===== config.mk =====
export PLATFORM = sky130hd
export DESIGN_NAME = sdram_bist
export DESIGN_NICKNAME = d
export VERILOG_FILES = /design/src/rtl/sdram_bist.sv
export SDC_FILE = /design/constraint.sdc
export NUM_CORES = 1
export LEC_CHECK = 0
export BUFFER_PORTS_ARGS = -buffer_cell sky130_fd_sc_hd__buf_2
export CAP_MARGIN = 20
export CORE_ASPECT_RATIO = 0.75
export CORE_UTILIZATION = 45
export CTS_BUF_LIST = sky130_fd_sc_hd__clkbuf_8
export CTS_CLUSTER_SIZE = 24
export DETAILED_ROUTE_END_ITERATION = 16
export GPL_TIMING_DRIVEN = 0
export PLACE_DENSITY = 0.66
export RECOVER_POWER = 100
export SLEW_MARGIN = 15
export SYNTH_ARGS = -nofsm -noshare
export SYNTH_HDL_FRONTEND = slang
export SYNTH_SLANG_ARGS = --single-unit
export TNS_END_PERCENT = 10

===== constraint.sdc =====
create_clock -name clk -period 5.1 [get_ports clk]
set_clock_uncertainty 0.15 [all_clocks]
set_input_delay 0 -clock clk [delete_from_list [all_inputs] [get_ports clk]]
set_output_delay 0 -clock clk [all_outputs]
set_load 0.01 [all_outputs]

===== src/rtl/sdram_bist.sv =====
// Built-in self-test engine for the SDRAM controller port: a full write pass
// followed by a read-verify pass over [0, last_addr] with one of four data patterns.
module sdram_bist #(
  parameter int                    DATA_WIDTH = 8,
  parameter int                    ADDR_WIDTH = 26,
  parameter logic [DATA_WIDTH-1:0] PATTERN    = 8'h9C,
  parameter logic [DATA_WIDTH-1:0] SEED       = 8'h9C,
  parameter logic [DATA_WIDTH-1:0] POLY       = 8'hB8,
  parameter int                    TIMEOUT    = 1024
) (
  input  logic                  clk,
  input  logic                  reset,
  input  logic                  start,
  input  logic [1:0]            mode,
  input  logic [ADDR_WIDTH-1:0] last_addr,
  output logic [ADDR_WIDTH-1:0] mem_addr,
  output logic [DATA_WIDTH-1:0] mem_din,
  input  logic [DATA_WIDTH-1:0] mem_dout,
  output logic                  mem_wr,
  output logic                  mem_rd,
  input  logic                  mem_busy,
  input  logic                  mem_data_ready,
  output logic                  busy,
  output logic                  done,
  output logic                  pass,
  output logic                  fail,
  output logic                  timeout,
  output logic [15:0]           err_count,
  output logic [ADDR_WIDTH-1:0] fail_addr,
  output logic [DATA_WIDTH-1:0] fail_expected,
  output logic [DATA_WIDTH-1:0] fail_actual
);

  localparam int CNT_W = $clog2(TIMEOUT + 1);

  typedef enum logic [2:0] {
    S_IDLE, S_WR_REQ, S_WR_WAIT, S_RD_REQ, S_RD_WAIT, S_CHECK, S_DONE
  } state_t;

  state_t                 state_q, state_d;
  logic [ADDR_WIDTH-1:0]  addr_q, last_q;
  logic [DATA_WIDTH-1:0]  lfsr_q, lfsr_next, exp_data, rd_data_q;
  logic [1:0]             mode_q;
  logic [CNT_W-1:0]       cnt_q;
  logic                   rd_to_q;
  logic [15:0]            err_q;
  logic                   fail_q, timeout_q;
  logic [ADDR_WIDTH-1:0]  fail_addr_q;
  logic [DATA_WIDTH-1:0]  fail_exp_q, fail_act_q;

  logic addr_last, wr_exit, rd_expired, is_error;

  assign addr_last  = (addr_q == last_q);
  // cnt_q is nonzero once the post-pulse latency cycle has been skipped
  assign wr_exit    = (cnt_q != '0) && !mem_busy;
  assign rd_expired = (cnt_q == CNT_W'(TIMEOUT - 1));
  assign is_error   = rd_to_q || (rd_data_q != exp_data);
  assign lfsr_next  = (lfsr_q >> 1) ^ (lfsr_q[0] ? POLY : '0);

  always_comb begin
    // NOTE: every combinational output gets a default first so no latch is inferred.
    exp_data = PATTERN;
    case (mode_q)
      2'd0: exp_data = PATTERN;
      2'd1: exp_data = DATA_WIDTH'(addr_q);
      2'd2: exp_data = lfsr_q;
      2'd3: exp_data = DATA_WIDTH'(1) << (addr_q % ADDR_WIDTH'(DATA_WIDTH));
    endcase
  end

  always_ff @(posedge clk or posedge reset) begin
    // NOTE: sequential state uses non-blocking assignments only.
    if (reset) state_q <= S_IDLE;
    else       state_q <= state_d;
  end

  always_comb begin
    state_d = state_q;
    case (state_q)
      S_IDLE, S_DONE: if (start)     state_d = S_WR_REQ;
      S_WR_REQ:       if (!mem_busy) state_d = S_WR_WAIT;
      S_WR_WAIT:      if (wr_exit)   state_d = addr_last ? S_RD_REQ : S_WR_REQ;
      S_RD_REQ:       if (!mem_busy) state_d = S_RD_WAIT;
      S_RD_WAIT:      if (mem_data_ready || rd_expired) state_d = S_CHECK;
      S_CHECK:        state_d = addr_last ? S_DONE : S_RD_REQ;
      default:        state_d = S_IDLE;
    endcase
  end

  always_comb begin
    mem_wr  = (state_q == S_WR_REQ) && !mem_busy;
    mem_rd  = (state_q == S_RD_REQ) && !mem_busy;
    busy    = (state_q != S_IDLE) && (state_q != S_DONE);
    done    = (state_q == S_DONE);
    pass    = done && (err_q == '0);
    mem_din = '0;
    if (state_q == S_WR_REQ || state_q == S_WR_WAIT) mem_din = exp_data;
  end

  always_ff @(posedge clk or posedge reset) begin
    if (reset) begin
      addr_q      <= '0;
      last_q      <= '0;
      lfsr_q      <= '0;
      mode_q      <= '0;
      cnt_q       <= '0;
      rd_data_q   <= '0;
      rd_to_q     <= 1'b0;
      err_q       <= '0;
      fail_q      <= 1'b0;
      timeout_q   <= 1'b0;
      fail_addr_q <= '0;
      fail_exp_q  <= '0;
      fail_act_q  <= '0;
    end else begin
      case (state_q)
        S_IDLE, S_DONE: begin
          if (start) begin
            mode_q      <= mode;
            last_q      <= last_addr;
            addr_q      <= '0;
            lfsr_q      <= SEED;
            err_q       <= '0;
            fail_q      <= 1'b0;
            timeout_q   <= 1'b0;
            fail_addr_q <= '0;
            fail_exp_q  <= '0;
            fail_act_q  <= '0;
          end
        end
        S_WR_REQ, S_RD_REQ: cnt_q <= '0;
        S_WR_WAIT: begin
          cnt_q <= CNT_W'(1);
          if (wr_exit) begin
            if (addr_last) begin
              // Read pass replays the same LFSR sequence from the seed
              addr_q <= '0;
              lfsr_q <= SEED;
            end else begin
              addr_q <= addr_q + 1'b1;
              lfsr_q <= lfsr_next;
            end
          end
        end
        S_RD_WAIT: begin
          if (mem_data_ready) begin
            rd_data_q <= mem_dout;
            rd_to_q   <= 1'b0;
          end else if (rd_expired) begin
            rd_data_q <= '0;
            rd_to_q   <= 1'b1;
            timeout_q <= 1'b1;
          end else begin
            cnt_q <= cnt_q + 1'b1;
          end
        end
        S_CHECK: begin
          if (is_error) begin
            if (err_q != 16'hFFFF) err_q <= err_q + 16'd1;
            fail_q <= 1'b1;
            if (!fail_q) begin
              fail_addr_q <= addr_q;
              fail_exp_q  <= exp_data;
              fail_act_q  <= rd_data_q;
            end
          end
          if (!addr_last) begin
            addr_q <= addr_q + 1'b1;
            lfsr_q <= lfsr_next;
          end
        end
        default: ;
      endcase
    end
  end

  assign mem_addr      = addr_q;
  assign fail          = fail_q;
  assign timeout       = timeout_q;
  assign err_count     = err_q;
  assign fail_addr     = fail_addr_q;
  assign fail_expected = fail_exp_q;
  assign fail_actual   = fail_act_q;

endmodule

==> results.yml <==
yosys:
  syn_inst: 799
  synth_xor_area_share_pct: 4.53
  synth_compound_area_share_pct: 19.3
  synth_edf_count: 0
  netlist-cell-type-count: 73
  yosys.area_share.simple_pct: 22.3
  ys_seq_elements: 145
  synth_top_family_by_area: "simple AND/OR/NAND/NOR gates"
  synth-async-reset-ratio_pct: 100
  synth_mux_area_share_pct: 0.808
  syn_nets: 850
  yosys.area_share.adder_pct: 1.62
  ys.flop_type: "dfrtp_1"
  synth_warnings: 0
  syn_avg_cell_area_um2: 9.69
  syn_area_um2: 7740
  synth_seq_area_share_pct: 46.9
power_and_ir_drop:
  ir_drop_v: 0.000272
  power_density_nw_per_um2: 468
  p_leak_nw: 4.04
  finalPower_mw: 4.43
worst_hold_path:
  min_to: "last_q[15]$_DFFE_PP0P_"
  hold_start: "last_addr[15]"
  hold_depth: 4
  hold_class: "in -> reg"
sta:
  grt_setup_unrepaired: "false"
  period_share_pct: 80.3
  setup_violations: 0
  final_max_slew_viol_count: 54
  finalWorstSetupSlack_ns: 1.01
  period_needed_ns: 4.09
  hold_violations: 0
  max_freq_mhz: 244
  tns_ns: 0
  slew_headroom_pct: -69.7
  tightest_slew_ns: 2.53
layout:
  fin_util_pct: 56.2
  drive_gt1_share_pct: 9.80
  final_nets: 1058
  antennaDiodeCount: 0
  area_growth_pct: 22.2
  design_area_um2: 9460
clock_tree:
  clk_latency_ns: 0.47
  clk_pin_slew_ns: 0.08
  cts.root.buffer_cell: "clkbuf_8"
  clockBufferDepth: 2
  cts.sinks: 145
  htreeDepth: 4
  cts_setup_buffers: 0
  cts_tree: "built"
  numCtsBuffers: 17
critical_path:
  crit_top_cell: "clkbuf_1"
  cp.arrival_ns: 4.35
  crit_chain: "ha_1, ha_1, mux2_1, or3_1, a311oi_1, and4_1, clkbuf_1, a22o_1, clkbuf_1, clkbuf_1, a22o_1"
  cpPeakStageDelay_ns: 0.56
  path_buf_inv: 3
  r2r_start: "mem_addr[0]$_DFFE_PP0P_"
  crit_path_start_kind: "flip-flop"
  crit_type: "reg -> reg"
  worstPathRequired_ns: 5.36
  crit_family: "buffers and inverters"
  cp-end-kind: "flip-flop"
  reg2regPathDepth: 11
  cpMaxStageDelayCell: "dfrtp_1"
  reg2reg_slack_ns: 1.01
  crit_fanout: 10
  crit-reg2reg-capture: "fail_expected[7]$_DFFE_PP0P_"
die:
  die_area_um2: 17700
  io_pins: 140
  std_cell_rows: 41
  die_h_um: 116
  dieWidth_um: 153
  core_um2: 16800
  initial_utilization_pct: 46.0
grt:
  grt_max_degree: 93
  grt_pass1_vias: 6708
  grt_antenna_before_repair: 0
  grt.total_usage_pct: 27.3
  overflow: 0
  grt_pass1_wl_um: 36800
routing:
  drtIter0Drc: 586
  via_count: 7192
  antenna_left: 0
  drt-vias-per-instance: 5.82
  drcViolationCount: 0
  wirelength_um: 23400
  dr.pass1.iters: 6
  wl_per_cell_um: 19.0
outcome:
  status: "finished, violations left"
  violations: "capacitance limit, slew limit"
place:
  placed_area_um2: 8740
  dp_slack_ns: 1.83
  place.gp.congestion: 0.856
  hpwl_um: 16400
  io_buffers: 139
flow_run:
  maxCapViolations: 1
==> timing repair <==
action,in CTS,in global routing
hold endpoints to repair,189,0
gates resized for setup,0,0
hold buffers,49,0
==> metal layers <==
layer  GRT usage (%)  vias up  wire length, µm
met4            10.3        0              387
li1                -     3355                -
met5               0        -                0
met2            38.5      302             9800
met1            41.2     3507            11600
met3            5.24       28             1660
==> cells by family after synthesis <==
logic type | Yosys count
buffers and inverters | 70
muxes | 6
AOI/OAI and AO/OA | 184
and+or+nand+nor | 344
xor gates and xnor gates | 40
DFF | 145
adders and majority gates | 10
==> power by group <==
part | leakage [nW] | internal, mW | switching, mW
combinational | 1.88 | 0.635 | 1.16
sequential | 1.94 | 1.39 | 0.240
clock | 0.217 | 0.530 | 0.466
total | 4.04 | 2.56 | 1.87
==> tightest hold or removal path, cell delays in order <==
cell and delay, ns:
dlygate4sd3_1 0.51, buf_2 0.09, nand2_1 0.04, nand2_1 0.05
==> flip-flops by register name (all words and copies together) (netlist names) <==
signal         cells
state_q            3
mode_q             2
fail_actual        8
timeout            1
cnt_q             11
fail               1
rd_data_q          8
fail_addr         26
mem_addr          26
last_q            26
err_count         16
rd_to_q            1
lfsr_q             8
fail_expected      8
==> worst max-delay path by stage <==
stage,cells past startpoint,end,from,slack (ns)
after floorplan,1,cnt_q[0]$_DFFE_PP0P_,reset,1.06
after global placement,2,fail_expected[5]$_DFFE_PP0P_,reset,-0.71
after detailed placement,11,fail_actual[7]$_DFFE_PP0P_,mem_addr[0]$_DFFE_PP0P_,1.83
after CTS,8,state_q[2]$_DFFE_PP0P_,cnt_q[0]$_DFFE_PP0P_,1.59
after global routing,11,fail_expected[7]$_DFFE_PP0P_,mem_addr[0]$_DFFE_PP0P_,0.82
final,11,fail_expected[7]$_DFFE_PP0P_,mem_addr[0]$_DFFE_PP0P_,1.01
==> stage by stage <==
stage	hold WS [ns]	cells
6_report	0.110	1235
2_1_floorplan	-0.101	799
5_1_grt	0.114	1235
4_1_cts	0.0813	1235
3_5_place_dp	-0.101	1154
3_3_place_gp	0.0433	1153
==> cells in the mapped netlist, types with 4 or more instances <==
| cell | instances | area share (%) |
|---|---|---|
| dfrtp_1 | 145 | 47 |
| nand2_1 | 131 | 6.4 |
| a22o_1 | 56 | 6.3 |
| nor2_1 | 45 | 2.2 |
| xnor2_1 | 32 | 3.6 |
| nand3_1 | 30 | 1.9 |
| clkbuf_1 | 24 | 1.2 |
| inv_1 | 23 | 1.1 |
| o21ai_0 | 22 | 1.4 |
| nor3_1 | 21 | 1.4 |
| nand4_1 | 19 | 1.5 |
| a21oi_1 | 18 | 1.2 |
| and3_1 | 18 | 1.5 |
| o31ai_1 | 15 | 1.5 |
| or4_1 | 14 | 1.4 |
| nor2b_1 | 13 | 1.1 |
| buf_2 | 11 | 0.71 |
| nor4_1 | 11 | 0.89 |
| ha_1 | 10 | 1.6 |
| nand2b_1 | 9 | 0.73 |
| buf_6 | 8 | 1.2 |
| xor2_1 | 8 | 0.91 |
| a221o_1 | 7 | 0.91 |
| a31oi_1 | 6 | 0.49 |
| and2_1 | 5 | 0.40 |
| and4_1 | 5 | 0.57 |
| or3_1 | 5 | 0.40 |
| buf_4 | 4 | 0.39 |
| mux2i_1 | 4 | 0.52 |
==> area by class of cell <==
type	instances	area [µm²]
Buffer	47	218
Clock buffer	17	234
Clock inverter	15	190
Fill cell	1602	7370
Inverter	23	87.6
Multi-Input combinational cell	584	3740
Sequential cell	145	3630
Tap cell	215	269
Timing Repair Buffer	189	1090
==> layout by cell type (no fill, tap or decap), types with 12 or more instances in the layout <==
cell type | netlist | layout
or4_1 | 14 | 14
xnor2_1 | 32 | 32
clkbuf_8 | 0 | 17
nor2b_1 | 13 | 13
nor4_1 | 11 | 12
nor2_1 | 45 | 45
nor3_1 | 21 | 21
o31ai_1 | 15 | 15
nand3_1 | 30 | 30
and3_1 | 18 | 18
clkbuf_1 | 24 | 133
a21oi_1 | 18 | 18
buf_2 | 11 | 48
a22o_1 | 56 | 56
inv_1 | 23 | 23
dlygate4sd3_1 | 0 | 49
nand2_1 | 131 | 132
o21ai_0 | 22 | 23
dfrtp_1 | 145 | 145
nand4_1 | 19 | 19
Note: power is estimated with default switching activity, not from simulation.
